[config.mk]
export PLATFORM = sky130hd
export DESIGN_NAME = vga_timing_gen
export DESIGN_NICKNAME = d
export VERILOG_FILES = /design/src/rtl/vga_pkg.sv /design/src/rtl/vga_pattern_gen.sv /design/src/rtl/vga_timing_gen.sv
export SDC_FILE = /design/constraint.sdc
export NUM_CORES = 1
export LEC_CHECK = 0
export BUFFER_PORTS_ARGS = -buffer_cell sky130_fd_sc_hd__buf_2
export CAP_MARGIN = 15
export CORE_MARGIN = 2
export CORE_UTILIZATION = 38
export DETAILED_ROUTE_END_ITERATION = 12
export PLACE_DENSITY = 0.61
export SYNTH_ARGS = -nofsm -noshare
export SYNTH_HDL_FRONTEND = slang
export SYNTH_SLANG_ARGS = --single-unit
[constraint.sdc]
create_clock -name clk_50MHz -period 2 [get_ports clk_50MHz]
set_input_delay 0.1 -clock clk_50MHz [delete_from_list [all_inputs] [get_ports clk_50MHz]]
set_output_delay 0.1 -clock clk_50MHz [all_outputs]
set_load 0.05 [all_outputs]
[src/rtl/vga_pkg.sv]
// vga_pkg: default 640x480@60 timing, test-pattern modes and the colour-bar palette.
package vga_pkg;

    localparam int VGA_H_DISPLAY = 640;
    localparam int VGA_H_FRONT   = 16;
    localparam int VGA_H_SYNC    = 96;
    localparam int VGA_H_BACK    = 48;
    localparam int VGA_V_DISPLAY = 480;
    localparam int VGA_V_FRONT   = 10;
    localparam int VGA_V_SYNC    = 2;
    localparam int VGA_V_BACK    = 33;

    typedef enum logic [1:0] {
        PAT_BARS    = 2'd0,
        PAT_CHECKER = 2'd1,
        PAT_GREY    = 2'd2,
        PAT_RED     = 2'd3
    } pattern_mode_e;

    // {r,g,b} on/off per bar, left to right
    localparam logic [2:0] BAR_RGB [8] = '{
        3'b111, 3'b110, 3'b011, 3'b010, 3'b101, 3'b100, 3'b001, 3'b000
    };

endpackage

[src/rtl/vga_pattern_gen.sv]
// vga_pattern_gen: combinational test-pattern colour for one raster position.
module vga_pattern_gen
    import vga_pkg::*;
#(
    parameter int H_DISPLAY = VGA_H_DISPLAY,
    parameter int HW        = 10,
    parameter int VW        = 10,
    parameter int COLOR_W   = 8
) (
    input  logic               x5,
    input  logic [HW-1:0]      xs,
    input  logic [VW-1:0]      y,
    input  pattern_mode_e      mode,
    output logic [COLOR_W-1:0] r,
    output logic [COLOR_W-1:0] g,
    output logic [COLOR_W-1:0] b
);

    localparam logic [HW-1:0] BAR_W = HW'(H_DISPLAY / 8);

    logic [HW-1:0] bar;
    logic [2:0]    bar_rgb;
    logic          chk;

    always_comb begin
        bar     = xs / BAR_W;
        bar_rgb = (bar < HW'(8)) ? BAR_RGB[bar[2:0]] : 3'b000;
        chk     = ~(x5 ^ y[5]);
        r = (mode == PAT_BARS)    ? {COLOR_W{bar_rgb[2]}} :
            (mode == PAT_CHECKER) ? {COLOR_W{chk}} :
            (mode == PAT_GREY)    ? COLOR_W'(xs) : COLOR_W'(y);
        g = (mode == PAT_BARS)    ? {COLOR_W{bar_rgb[1]}} :
            (mode == PAT_CHECKER) ? {COLOR_W{chk}} :
            (mode == PAT_GREY)    ? COLOR_W'(xs) : '0;
        b = (mode == PAT_BARS)    ? {COLOR_W{bar_rgb[0]}} :
            (mode == PAT_CHECKER) ? {COLOR_W{chk}} :
            (mode == PAT_GREY)    ? COLOR_W'(xs) : '0;
    end

endmodule

[src/rtl/vga_timing_gen.sv]
// vga_timing_gen: VGA raster timing from a pixel clock-enable, with registered aligned outputs.
// Define VGA_PATTERN_SCROLL_EN to scroll the bars and grey ramp one pixel per frame.
module vga_timing_gen
    import vga_pkg::*;
#(
    parameter int H_DISPLAY = VGA_H_DISPLAY,
    parameter int H_FRONT   = VGA_H_FRONT,
    parameter int H_SYNC    = VGA_H_SYNC,
    parameter int H_BACK    = VGA_H_BACK,
    parameter int V_DISPLAY = VGA_V_DISPLAY,
    parameter int V_FRONT   = VGA_V_FRONT,
    parameter int V_SYNC    = VGA_V_SYNC,
    parameter int V_BACK    = VGA_V_BACK,
    parameter bit HSYNC_POL = 1'b0,
    parameter bit VSYNC_POL = 1'b0,
    parameter int CLK_DIV   = 2,
    parameter int COLOR_W   = 8,
    localparam int H_TOTAL  = H_DISPLAY + H_FRONT + H_SYNC + H_BACK,
    localparam int V_TOTAL  = V_DISPLAY + V_FRONT + V_SYNC + V_BACK,
    localparam int HW       = $clog2(H_TOTAL),
    localparam int VW       = $clog2(V_TOTAL)
) (
    input  logic               clk_50MHz,
    input  logic               reset,
    input  logic [1:0]         mode,
    output logic               pixel_ce,
    output logic               hsync,
    output logic               vsync,
    output logic               video_active,
    output logic               frame_start,
    output logic [HW-1:0]      pixel_x,
    output logic [VW-1:0]      pixel_y,
    output logic [COLOR_W-1:0] pixel_r,
    output logic [COLOR_W-1:0] pixel_g,
    output logic [COLOR_W-1:0] pixel_b
);

    localparam int DW = (CLK_DIV > 1) ? $clog2(CLK_DIV) : 1;
    localparam logic [DW-1:0] DIV_LAST = DW'(CLK_DIV - 1);
    localparam logic [HW-1:0] H_LAST   = HW'(H_TOTAL - 1);
    localparam logic [HW-1:0] H_ACT    = HW'(H_DISPLAY);
    localparam logic [HW-1:0] HS_BEG   = HW'(H_DISPLAY + H_FRONT);
    localparam logic [HW-1:0] HS_END   = HW'(H_DISPLAY + H_FRONT + H_SYNC);
    localparam logic [VW-1:0] V_LAST   = VW'(V_TOTAL - 1);
    localparam logic [VW-1:0] V_ACT    = VW'(V_DISPLAY);
    localparam logic [VW-1:0] VS_BEG   = VW'(V_DISPLAY + V_FRONT);
    localparam logic [VW-1:0] VS_END   = VW'(V_DISPLAY + V_FRONT + V_SYNC);

    if (H_DISPLAY % 8 != 0 || CLK_DIV < 1) begin : g_bad_params
        $error("vga_timing_gen: H_DISPLAY must be a multiple of 8 and CLK_DIV >= 1");
    end

    logic [DW-1:0]      div_q, div_d;
    logic [HW-1:0]      h_q, h_d, x_q, x_d, xs;
    logic [VW-1:0]      v_q, v_d, y_q, y_d;
    pattern_mode_e      mode_q, mode_d;
    logic               armed_q, armed_d;
    logic               hsync_q, hsync_d, vsync_q, vsync_d;
    logic               active_q, active_d, fs_q, fs_d;
    logic [COLOR_W-1:0] r_q, r_d, g_q, g_d, b_q, b_d;
    logic [COLOR_W-1:0] pat_r, pat_g, pat_b;
    logic               h_last, frame_end, act_c;

    always_comb begin
        pixel_ce  = (div_q == DIV_LAST) && !reset;
        h_last    = h_q == H_LAST;
        frame_end = pixel_ce && h_last && v_q == V_LAST;
        div_d     = (div_q == DIV_LAST) ? '0 : div_q + 1'b1;
        h_d       = !pixel_ce ? h_q : h_last ? '0 : h_q + 1'b1;
        v_d       = !(pixel_ce && h_last) ? v_q : (v_q == V_LAST) ? '0 : v_q + 1'b1;
        mode_d    = frame_end ? pattern_mode_e'(mode) : mode_q;
        armed_d   = armed_q || pixel_ce;
        act_c     = (h_q < H_ACT) && (v_q < V_ACT);
        x_d       = pixel_ce ? h_q : x_q;
        y_d       = pixel_ce ? v_q : y_q;
        hsync_d   = !pixel_ce ? hsync_q : (h_q >= HS_BEG && h_q < HS_END) ? HSYNC_POL : !HSYNC_POL;
        vsync_d   = !pixel_ce ? vsync_q : (v_q >= VS_BEG && v_q < VS_END) ? VSYNC_POL : !VSYNC_POL;
        active_d  = pixel_ce ? act_c : active_q;
        // (0,0) reached by wrapping marks a frame; the one loaded straight out of reset does not
        fs_d      = pixel_ce && armed_q && h_q == '0 && v_q == '0;
        r_d       = !pixel_ce ? r_q : act_c ? pat_r : '0;
        g_d       = !pixel_ce ? g_q : act_c ? pat_g : '0;
        b_d       = !pixel_ce ? b_q : act_c ? pat_b : '0;
    end

    always_ff @(posedge clk_50MHz) begin
        if (reset) begin
            div_q    <= '0;
            h_q      <= '0;
            v_q      <= '0;
            mode_q   <= PAT_BARS;
            armed_q  <= 1'b0;
            x_q      <= '0;
            y_q      <= '0;
            hsync_q  <= !HSYNC_POL;
            vsync_q  <= !VSYNC_POL;
            active_q <= 1'b0;
            fs_q     <= 1'b0;
            r_q      <= '0;
            g_q      <= '0;
            b_q      <= '0;
        end else begin
            div_q    <= div_d;
            h_q      <= h_d;
            v_q      <= v_d;
            mode_q   <= mode_d;
            armed_q  <= armed_d;
            x_q      <= x_d;
            y_q      <= y_d;
            hsync_q  <= hsync_d;
            vsync_q  <= vsync_d;
            active_q <= active_d;
            fs_q     <= fs_d;
            r_q      <= r_d;
            g_q      <= g_d;
            b_q      <= b_d;
        end
    end

`ifdef VGA_PATTERN_SCROLL_EN
    logic [HW-1:0] off_q, off_d;
    logic [HW:0]   xsum;

    always_comb begin
        off_d = !frame_end ? off_q : (off_q == H_ACT - 1'b1) ? '0 : off_q + 1'b1;
        xsum  = {1'b0, h_q} + {1'b0, off_q};
        xs    = (xsum >= {1'b0, H_ACT}) ? HW'(xsum - {1'b0, H_ACT}) : xsum[HW-1:0];
    end

    always_ff @(posedge clk_50MHz) begin
        if (reset) begin
            off_q <= '0;
        end else begin
            off_q <= off_d;
        end
    end
`else
    assign xs = h_q;
`endif

    vga_pattern_gen #(
        .H_DISPLAY (H_DISPLAY),
        .HW        (HW),
        .VW        (VW),
        .COLOR_W   (COLOR_W)
    ) u_pattern (
        .x5   (h_q[5]),
        .xs   (xs),
        .y    (v_q),
        .mode (mode_q),
        .r    (pat_r),
        .g    (pat_g),
        .b    (pat_b)
    );

    assign hsync        = hsync_q;
    assign vsync        = vsync_q;
    assign video_active = active_q;
    assign frame_start  = fs_q;
    assign pixel_x      = x_q;
    assign pixel_y      = y_q;
    assign pixel_r      = r_q;
    assign pixel_g      = g_q;
    assign pixel_b      = b_q;

endmodule

==> impl_metrics.yaml, run 1 <==
global_route:
  grt_pass1_wl_um: 12600
  grt_pass1_vias: 2544
  globalRoute.totalOverflow: 0
  antenna_found_initial: 0
  grt_usage: 0.180
  grt_max_degree: 40
placement:
  dp_hpwl_um: 5420
  portBuffers: 52
  place.gp.congestion: 0.885
synth:
  ys_warn_count: 0
  yosys-top-cells-count: "dfxtp_1, nor2_1, mux2i_1"
  synth_nets: 356
  postSynthCellCount: 348
  synth_top_cell_area_share: 0.455
  synth_edf_count: 0
  syn_area_per_cell_um2: 9.11
  yosysUniqueCellTypes: 46
  yosysMostFrequentCell: "dfxtp_1"
  ys_seq_area_frac: 0.455
  syn-cell-area_um2: 3170
  async_reset_ff_frac: 0
  yosys_most_used_dff: "dfxtp_1"
  synthTopCellsByArea: "dfxtp_1, mux2i_1, nor2_1, xor2_1, a22o_1"
  ys_ff_latch: 72
  yosysTopAreaCell: "dfxtp_1"
sta:
  hold_viol: 0
  tns_ns: 0
  post-route-period-util: 0.932
  rsz0062_at_grt: "no"
  drv_slew: 0
  setup_viol: 0
  max_freq_mhz: 537
  tightest_slew_ns: 0.581
  fin_crit_ns: 1.86
  fin_skew_ns: 0.00860
  relSlewSlack: 0.608
setup_path:
  arrival_ns: 2.15
  rr_startpoint: "h_q[9]"
  path_max_fanout: 8
  ff2ff_path_depth: 5
  worstSetupStartpointType: "flip-flop"
  cp-startpoint: "h_q[9]"
  critical_path_class: "flip-flop to flip-flop"
  cp.required_ns: 2.29
  end_kind: "flip-flop"
layout:
  antenna_cells: 0
  syn2layout_area_growth_pct: 21.1
  nets: 418
  final_layout_size_suffix_gt1_frac: 0.239
  fin_util: 0.472
cts:
  insertion_delay_ns: 0.35
  cts.path.max_buffers: 2
  postCtsSetupBuffers: 0
  cts_tree: "done"
  cts_sinks: 72
  cts-htree-levels: 3
  root_buffer: "clkbuf_8"
  path_clk_slew_ns: 0.07
  cts_buffers: 9
power:
  p_switching_mw: 0.813
  swShare: 0.266
  peakVddDrop_uv: 420
  power.internal_mw: 2.24
  pwr-share-seq: 0.494
  combPwrFrac: 0.115
  power_density_nw_per_um2: 796
  p_clk_frac: 0.392
  p_leak_nw: 1.70
floorplanning:
  rows: 33
  die_w_um: 95.3
  start_util: 0.390
  dieArea_um2: 9090
  fp.coreArea_um2: 8130
  ios: 53
  die_h_um: 95.3
min_path:
  min_path_type: "primary input to flip-flop"
  holdPathStages: 3
  worstHoldStart: "mode[1]"
drt:
  ant_nets: 0
  first_iter_violations: 97
  dr.pass1.iters: 4
  drc_errors: 0
  num_vias: 2647
  viasPerCell: 5.10
  wire_per_inst_um: 14.7
  wirelength_um: 7610
run:
  maxCapViolCount: 0
status:
  status: "complete, no violations"
per-layer routing:
layer  global-route usage  part of all wire  vias up
li1                     -                 -     1342
met1                0.251              0.50     1229
met2                0.269              0.43       64
met3               0.0356             0.048       12
met4               0.0797             0.021        0
met5                    0                 0        -
registers in the layout, indices dropped and copies added (netlist names), 2 cells and up:
register,flops
h_q,10
pixel_g,8
pixel_b,8
pixel_y,10
mode_q,2
pixel_r,8
pixel_x,10
v_q,10
cell usage in the layout (no fill, tap or decap), drive strengths merged, types with 4 or more instances in the layout:
master / synthesis / routed
buf: 14 / 76
a22o: 10 / 10
ha: 4 / 4
mux2i: 24 / 24
xnor2: 7 / 7
o21ai: 15 / 15
nor2: 54 / 54
xor2: 12 / 12
nand2: 20 / 20
and3: 7 / 7
nor3: 14 / 14
nand4: 12 / 12
dfxtp: 72 / 72
nand3: 4 / 4
o21a: 4 / 4
nor2b: 6 / 6
nor4: 4 / 4
nand2b: 5 / 5
a21oi: 7 / 7
a32o: 6 / 6
inv: 10 / 10
clkbuf: 12 / 12
path summary, 6_finish.rpt:
| check | end | slack [ns] |
|---|---|---|
| max | pixel_b[0] | 0.14 |
| min | mode_q[1] | 0.01 |
| max reg2reg | pixel_b[0] | 0.14 |
| min reg2reg | video_active | 0.45 |
through the flow:
stage / setup slack [ns] / std cells / hold slack (ns) / total power [mW] / area (um^2)
6_report: 0.136 / 519 / 0.0129 / 3.06 / 3840
5_1_grt: 0.0141 / 519 / 0.0537 / 3.17 / 3840
4_1_cts: 0.0414 / 519 / 0.0141 / 3.09 / 3830
3_5_place_dp: 0.0611 / 503 / 0.347 / 1.89 / 3620
3_3_place_gp: 0.0877 / 503 / 0.345 / 1.89 / 3620
2_1_floorplan: 0.146 / 348 / 0.244 / 1.81 / 3170
repair_timing:
item                                    4_1_cts  5_1_grt
endpoints found under the setup margin        0       18
endpoints found under the hold margin         1        0
gates resized for setup                       0        4
hold buffers                                  1        0
final cells by class:
class | instances | area, um^2
clock inverters | 3 | 40.0
clock buffers | 12 | 165
multi-input cells | 240 | 1570
repair buffers | 77 | 450
flip-flops and latches | 72 | 1450
inverters | 10 | 37.5
well taps | 105 | 131
fillers | 803 | 4300
logic make-up after synthesis:
logic type                 Yosys count  share of synthesized area
AOI/OAI and AO/OA                   54                      0.130
xor gates and xnor gates            19                     0.0525
adders and majority gates            4                     0.0158
buffers and inverters               36                     0.0513
DFF                                 72                      0.455
muxes                               24                     0.0758
and+or+nand+nor                    139                      0.220
worst max-delay path: stages, from the launching register on:
cell      delay [ns]
dfxtp_1         0.36
nor2b_1         0.21
nand3b_1        0.12
or3b_1          0.42
a311oi_4        0.46
a32o_1          0.22
power groups by stage:
stage / combinational [mW] / sequential [mW] / clock, mW
floorplan: 0.113 / 1.70 / 0
global placement: 0.347 / 1.54 / 0
detailed placement: 0.351 / 1.54 / 0
CTS: 0.353 / 1.51 / 1.22
global route: 0.373 / 1.52 / 1.28
finish: 0.350 / 1.51 / 1.20
(Power assumes the default switching activity.)
==> inputs of run 2 (changes only) <==
--- a/config.mk
+++ b/config.mk
@@ -11,6 +11,7 @@
 export CORE_UTILIZATION = 38
 export DETAILED_ROUTE_END_ITERATION = 12
 export PLACE_DENSITY = 0.61
+export REMOVE_ABC_BUFFERS = 1
 export SYNTH_ARGS = -nofsm -noshare
 export SYNTH_HDL_FRONTEND = slang
 export SYNTH_SLANG_ARGS = --single-unit
==> run 2 against run 1 <==
Net effect: utilization up 0.40 points; wire length grew 2.2%; cell count up 2.1%; fmax up 1.4%; final area increased by 0.85%; register-to-register slack improved by 0.03 ns; sequential share of layout area decreased by 0.35 points; critical path depth increased by 1; die area unchanged; hold slack better by 0.27 ns; largest power group unchanged.
==> impl_metrics.yaml, run 2 (synthesis results as in run 1) <==
global_route:
  antenna_found_initial: 0
  grt_usage: 0.182
  globalRoute.totalOverflow: 0
  grt_pass1_vias: 2525
  grt_pass1_wl_um: 12600
  grt_max_degree: 40
setup_path:
  path_max_fanout: 8
  crit_end: "pixel_b[3]"
  ff2ff_path_depth: 6
  worstSetupStartpointType: "flip-flop"
  end_kind: "flip-flop"
  r2r_setup_slack_ns: 0.16
  r2r_end: "pixel_b[3]"
  cp.required_ns: 2.29
  rr_startpoint: "h_q[6]"
  arrival_ns: 2.13
  cp-startpoint: "h_q[6]"
  critical_path_class: "flip-flop to flip-flop"
power:
  power_mw: 2.86
  p_leak_nw: 1.72
  power_density_nw_per_um2: 739
  peakVddDrop_uv: 371
placement:
  post-place-ws_ns: 0.0523
  dp_hpwl_um: 5560
  place_inst: 511
  portBuffers: 52
  place.gp.congestion: 0.850
  placed_cell_area_um2: 3680
drt:
  viasPerCell: 5.11
  num_vias: 2710
  first_iter_violations: 82
  ant_nets: 0
  wire_per_inst_um: 14.7
  dr.pass1.iters: 4
  wirelength_um: 7780
  drc_errors: 0
cts:
  insertion_delay_ns: 0.35
  cts_sinks: 72
  cts.path.max_buffers: 2
  cts_buffers: 9
  path_clk_slew_ns: 0.08
  root_buffer: "clkbuf_8"
  cts-htree-levels: 3
  cts_tree: "done"
floorplanning:
  ios: 53
  start_util: 0.390
  fp.coreArea_um2: 8130
  die_h_um: 95.3
  dieArea_um2: 9090
  die_w_um: 95.3
  rows: 33
layout:
  fin_util: 0.476
  final_common_cell: "dfxtp_1"
  antenna_cells: 0
  multi_input_area_um2: 1570
  ff_latch_area_um2: 1440
  fin_area_um2: 3870
  fin_cells: 530
  nets: 428
  final_layout_size_suffix_gt1_frac: 0.249
  layout_common_cells: "dfxtp_1, nor2_1, buf_2"
  fillers: 830
  syn2layout_area_growth_pct: 22.1
sta:
  setup_viol: 0
  hold_viol: 0
  drv_slew: 0
  fin_skew_ns: 0.00720
  holdWs_ns: 0.283
  relSlewSlack: 0.674
  rsz0062_at_grt: "no"
  tightest_slew_ns: 0.485
  max_freq_mhz: 544
  post-route-period-util: 0.919
  fin_crit_ns: 1.84
  worst_slack_ns: 0.163
  tns_ns: 0
min_path:
  worstHoldStart: "reset"
  min_path_type: "primary input to flip-flop"
run:
  maxCapViolCount: 0
status:
  status: "complete, no violations"
==> run 2: changes by cell type in the layout (fill, tap and decap cells not counted) <==
cell,change
buf_4,+9
clkbuf_8,-3
clkinv_2,+2
bufinv_16,-1
clkbuf_1,+1
clkinv_4,+1
clkinvlp_4,+1
dfxtp_1,+1
dfxtp_2,-1
dlygate4sd3_1,+1
nand2b_1,+1
nand2b_2,-1
==> run 2: repair_timing <==
action | in CTS | in global routing
hold buffers | 2 | 0
setup endpoints to repair | 0 | 13
resized for setup | 0 | 2
hold endpoints to repair | 2 | 0
buffers inserted | 0 | 1
==> run 2: metal layers <==
metal  track usage  vias to the layer above  part of all wire  wire length (um)
met5             0                        -                 0                 0
met4        0.0688                        0             0.016               121
met3        0.0435                        9             0.051               399
met2         0.278                       62              0.45              3520
met1         0.249                     1273              0.48              3740
li1              -                     1366                 -                 -
==> run 2: worst min path at each step <==
stage / endpoint / slack (ns) / depth (start not counted)
after CTS: h_q[4] / 0.28 / 3
final: pixel_x[3] / 0.28 / 3
after floorplan: armed_q / 0.17 / 1
after global routing: pixel_x[3] / 0.29 / 3
after detailed placement: mode_q[0] / 0.35 / 3
after global placement: mode_q[0] / 0.34 / 3
==> run 2: critical path, stage by stage (launching register included) <==
cell and delay (ns):
dfxtp_1 0.45, or2_1 0.19, a21oi_1 0.05, or3b_1 0.43
a311oi_4 0.30, buf_4 0.19, a32o_1 0.16
==> run 2: final cells by class <==
class	count	share of cell area
clock buffers	10	0.0330
clock inverters	6	0.00937
inverters	10	0.00970
multi-input cells	240	0.405
flip-flops and latches	72	0.373
well taps	105	0.0339
repair buffers	87	0.136
==> run 2: report_power, final <==
| part | switching [mW] | internal (mW) | leakage, nW | total, mW |
|---|---|---|---|---|
| sequential | 0.0254 | 1.48 | 0.588 | 1.51 |
| combinational | 0.259 | 0.0966 | 1.05 | 0.356 |
| clock | 0.553 | 0.443 | 0.0858 | 0.996 |
==> inputs of run 3 (changes only) <==
--- a/config.mk
+++ b/config.mk
@@ -5,6 +5,7 @@
 export SDC_FILE = /design/constraint.sdc
 export NUM_CORES = 1
 export LEC_CHECK = 0
+export ABC_AREA = 1
 export BUFFER_PORTS_ARGS = -buffer_cell sky130_fd_sc_hd__buf_2
 export CAP_MARGIN = 15
 export CORE_MARGIN = 2
==> run 3 against run 2 <==
Net effect: first-iteration DRC count up 120%; clock skew rose by 0.0014 ns; sequential share of layout area grew 0.58 points; synthesized cell count rose by 33%; cell count up 18%; non-clock buffer count fell by 29; fmax up 9.7%; final area shrank 1.7%; utilization is 1.3 points lower; wire length grew 3.9%; global-route usage rose by 0.84 points; critical path type unchanged; critical endpoint is now h_q[8]; largest cell class unchanged; highest routed layer unchanged.
==> impl_metrics.yaml, run 3 <==
floorplanning:
  die_h_um: 96.1
  rows: 33
  dieArea_um2: 9230
  die_w_um: 96.1
  fp.coreArea_um2: 8220
  start_util: 0.392
  ios: 53
placement:
  portBuffers: 52
  dp_hpwl_um: 6010
  post-place-ws_ns: 0.341
  place.gp.congestion: 0.957
  place_inst: 608
layout:
  fillers: 860
  fin_cells: 625
  ff_latch_area_um2: 1440
  final_common_cell: "nand2_1"
  layout_common_cells: "nand2_1, dfxtp_1, buf_2"
  fin_util: 0.463
  multi_input_area_um2: 1520
  syn2layout_area_growth_pct: 18.1
  antenna_cells: 0
  final_layout_size_suffix_gt1_frac: 0.167
  nets: 523
power:
  power_density_nw_per_um2: 841
  p_leak_nw: 1.76
  p_switching_mw: 0.827
  combPwrFrac: 0.105
  peakVddDrop_uv: 487
  pwr-share-seq: 0.472
  swShare: 0.258
  power_mw: 3.20
  p_clk_frac: 0.423
  power.internal_mw: 2.37
drt:
  num_vias: 3017
  wirelength_um: 8080
  wire_per_inst_um: 12.9
  first_iter_violations: 183
  dr.pass1.iters: 4
  ant_nets: 0
  viasPerCell: 4.83
  drc_errors: 0
cts:
  cts_sinks: 72
  cts-htree-levels: 3
  path_clk_slew_ns: 0.07
  cts_buffers: 9
  cts.path.max_buffers: 2
  root_buffer: "clkbuf_8"
  postCtsSetupBuffers: 0
  cts_tree: "done"
  hold_buffers: 1
  post_cts_resized: 0
  insertion_delay_ns: 0.35
synth:
  ys_warn_count: 0
  ys_seq_area_frac: 0.447
  yosys-top-cells-count: "nand2_1, dfxtp_1, nor2_1"
  yosys_most_used_dff: "dfxtp_1"
  ys_ff_latch: 72
  postSynthCellCount: 464
  async_reset_ff_frac: 0
  syn-cell-area_um2: 3220
  syn_area_per_cell_um2: 6.95
  synth_top_cell_area_share: 0.447
  yosysTopAreaCell: "dfxtp_1"
  yosysMostFrequentCell: "nand2_1"
  yosysUniqueCellTypes: 28
  synth_edf_count: 0
  synthTopCellsByArea: "dfxtp_1, nand2_1, o21ai_0, nor2_1, inv_1"
sta:
  max_freq_mhz: 597
  setup_viol: 0
  relSlewSlack: 0.693
  rsz0062_at_grt: "no"
  drv_slew: 0
  worst_slack_ns: 0.325
  post-route-period-util: 0.838
  fin_skew_ns: 0.00863
  hold_viol: 0
  fin_crit_ns: 1.68
  tightest_slew_ns: 0.456
setup_path:
  r2r_setup_slack_ns: 0.32
  critPathTopFamily: "simple AND/OR/NAND/NOR gates"
  critPathBufInv: 2
  cpPeakStageDelay_ns: 0.39
  path_cells: "inv_1 > nor2_2 > inv_2 > nor2_1 > nand2_1 > nor2_1 > xor2_1 > nor2_1"
  crit_slowest_cell: "dfxtp_1"
  cp_common_cell: "nor2_1"
  critical_path_class: "flip-flop to flip-flop"
  worstSetupStartpointType: "flip-flop"
  path_max_fanout: 24
  cp.required_ns: 2.24
  arrival_ns: 1.91
  end_kind: "flip-flop"
global_route:
  grt_usage: 0.190
  globalRoute.totalOverflow: 0
  grt_max_degree: 25
  antenna_found_initial: 0
  grt_pass1_wl_um: 13500
  grt_pass1_vias: 2751
run:
  maxCapViolCount: 0
status:
  status: "complete, no violations"
min_path:
  min_path_type: "primary input to flip-flop"
run 3: kinds of logic (layout without fill, tap and decap cells):
group,after synthesis,count (layout),synth area share
compound gates,70,70,0.112
simple gates,245,245,0.315
xor+xnor,10,10,0.0272
fa+ha+maj,4,4,0.0155
buf+inv,63,119,0.0831
flops,72,72,0.447
run 3: power by group through the flow:
stage | logic [mW] | clock network, mW | registers, mW
floorplan | 0.0869 | 0 | 1.70
global placement | 0.335 | 0 | 1.54
detailed placement | 0.337 | 0 | 1.54
CTS | 0.339 | 1.38 | 1.51
global route | 0.364 | 1.46 | 1.52
finish | 0.335 | 1.35 | 1.51
run 3: layout make-up:
type / instances / share of cell area
Multi-Input combinational cell: 329 / 0.400
Timing Repair Buffer: 58 / 0.0809
Clock inverter: 7 / 0.0289
Clock buffer: 9 / 0.0326
Sequential cell: 72 / 0.379
Tap cell: 105 / 0.0345
Inverter: 45 / 0.0444
run 3: metal layers:
metal | share of wire | up-vias | GRT usage | wire [um]
li1 | - | 1572 | - | -
met1 | 0.48 | 1355 | 0.253 | 3870
met2 | 0.45 | 77 | 0.293 | 3610
met3 | 0.057 | 13 | 0.0532 | 457
met4 | 0.017 | 0 | 0.0726 | 141
met5 | 0 | - | 0 | 0
run 3: path summary, 6_finish.rpt:
| check | startpoint | cells after the start | endpoint |
|---|---|---|---|
| setup / recovery | div_q | 8 | h_q[8] |
| hold / removal | mode[0] | 3 | mode_q[0] |
| setup reg to reg | div_q | 8 | h_q[8] |
| hold reg to reg | pixel_r[2] | 2 | pixel_r[2] |
run 3: worst reg2reg max path, stage by stage (launching register included):
cell and delay [ns]:
dfxtp_1 0.39, inv_1 0.07, nor2_2 0.21, inv_2 0.25, nor2_1 0.21, nand2_1 0.10
nor2_1 0.12, xor2_1 0.17, nor2_1 0.05
run 3: stage by stage:
step / hold WS, ns / setup TNS [ns] / instance area (um^2)
6_report: 0.0164 / 0 / 3800
5_1_grt: 0.0148 / 0 / 3800
4_1_cts: 0.00602 / 0 / 3800
3_5_place_dp: 0.367 / 0 / 3560
3_3_place_gp: 0.369 / 0 / 3560
2_1_floorplan: 0.169 / -0.848 / 3120
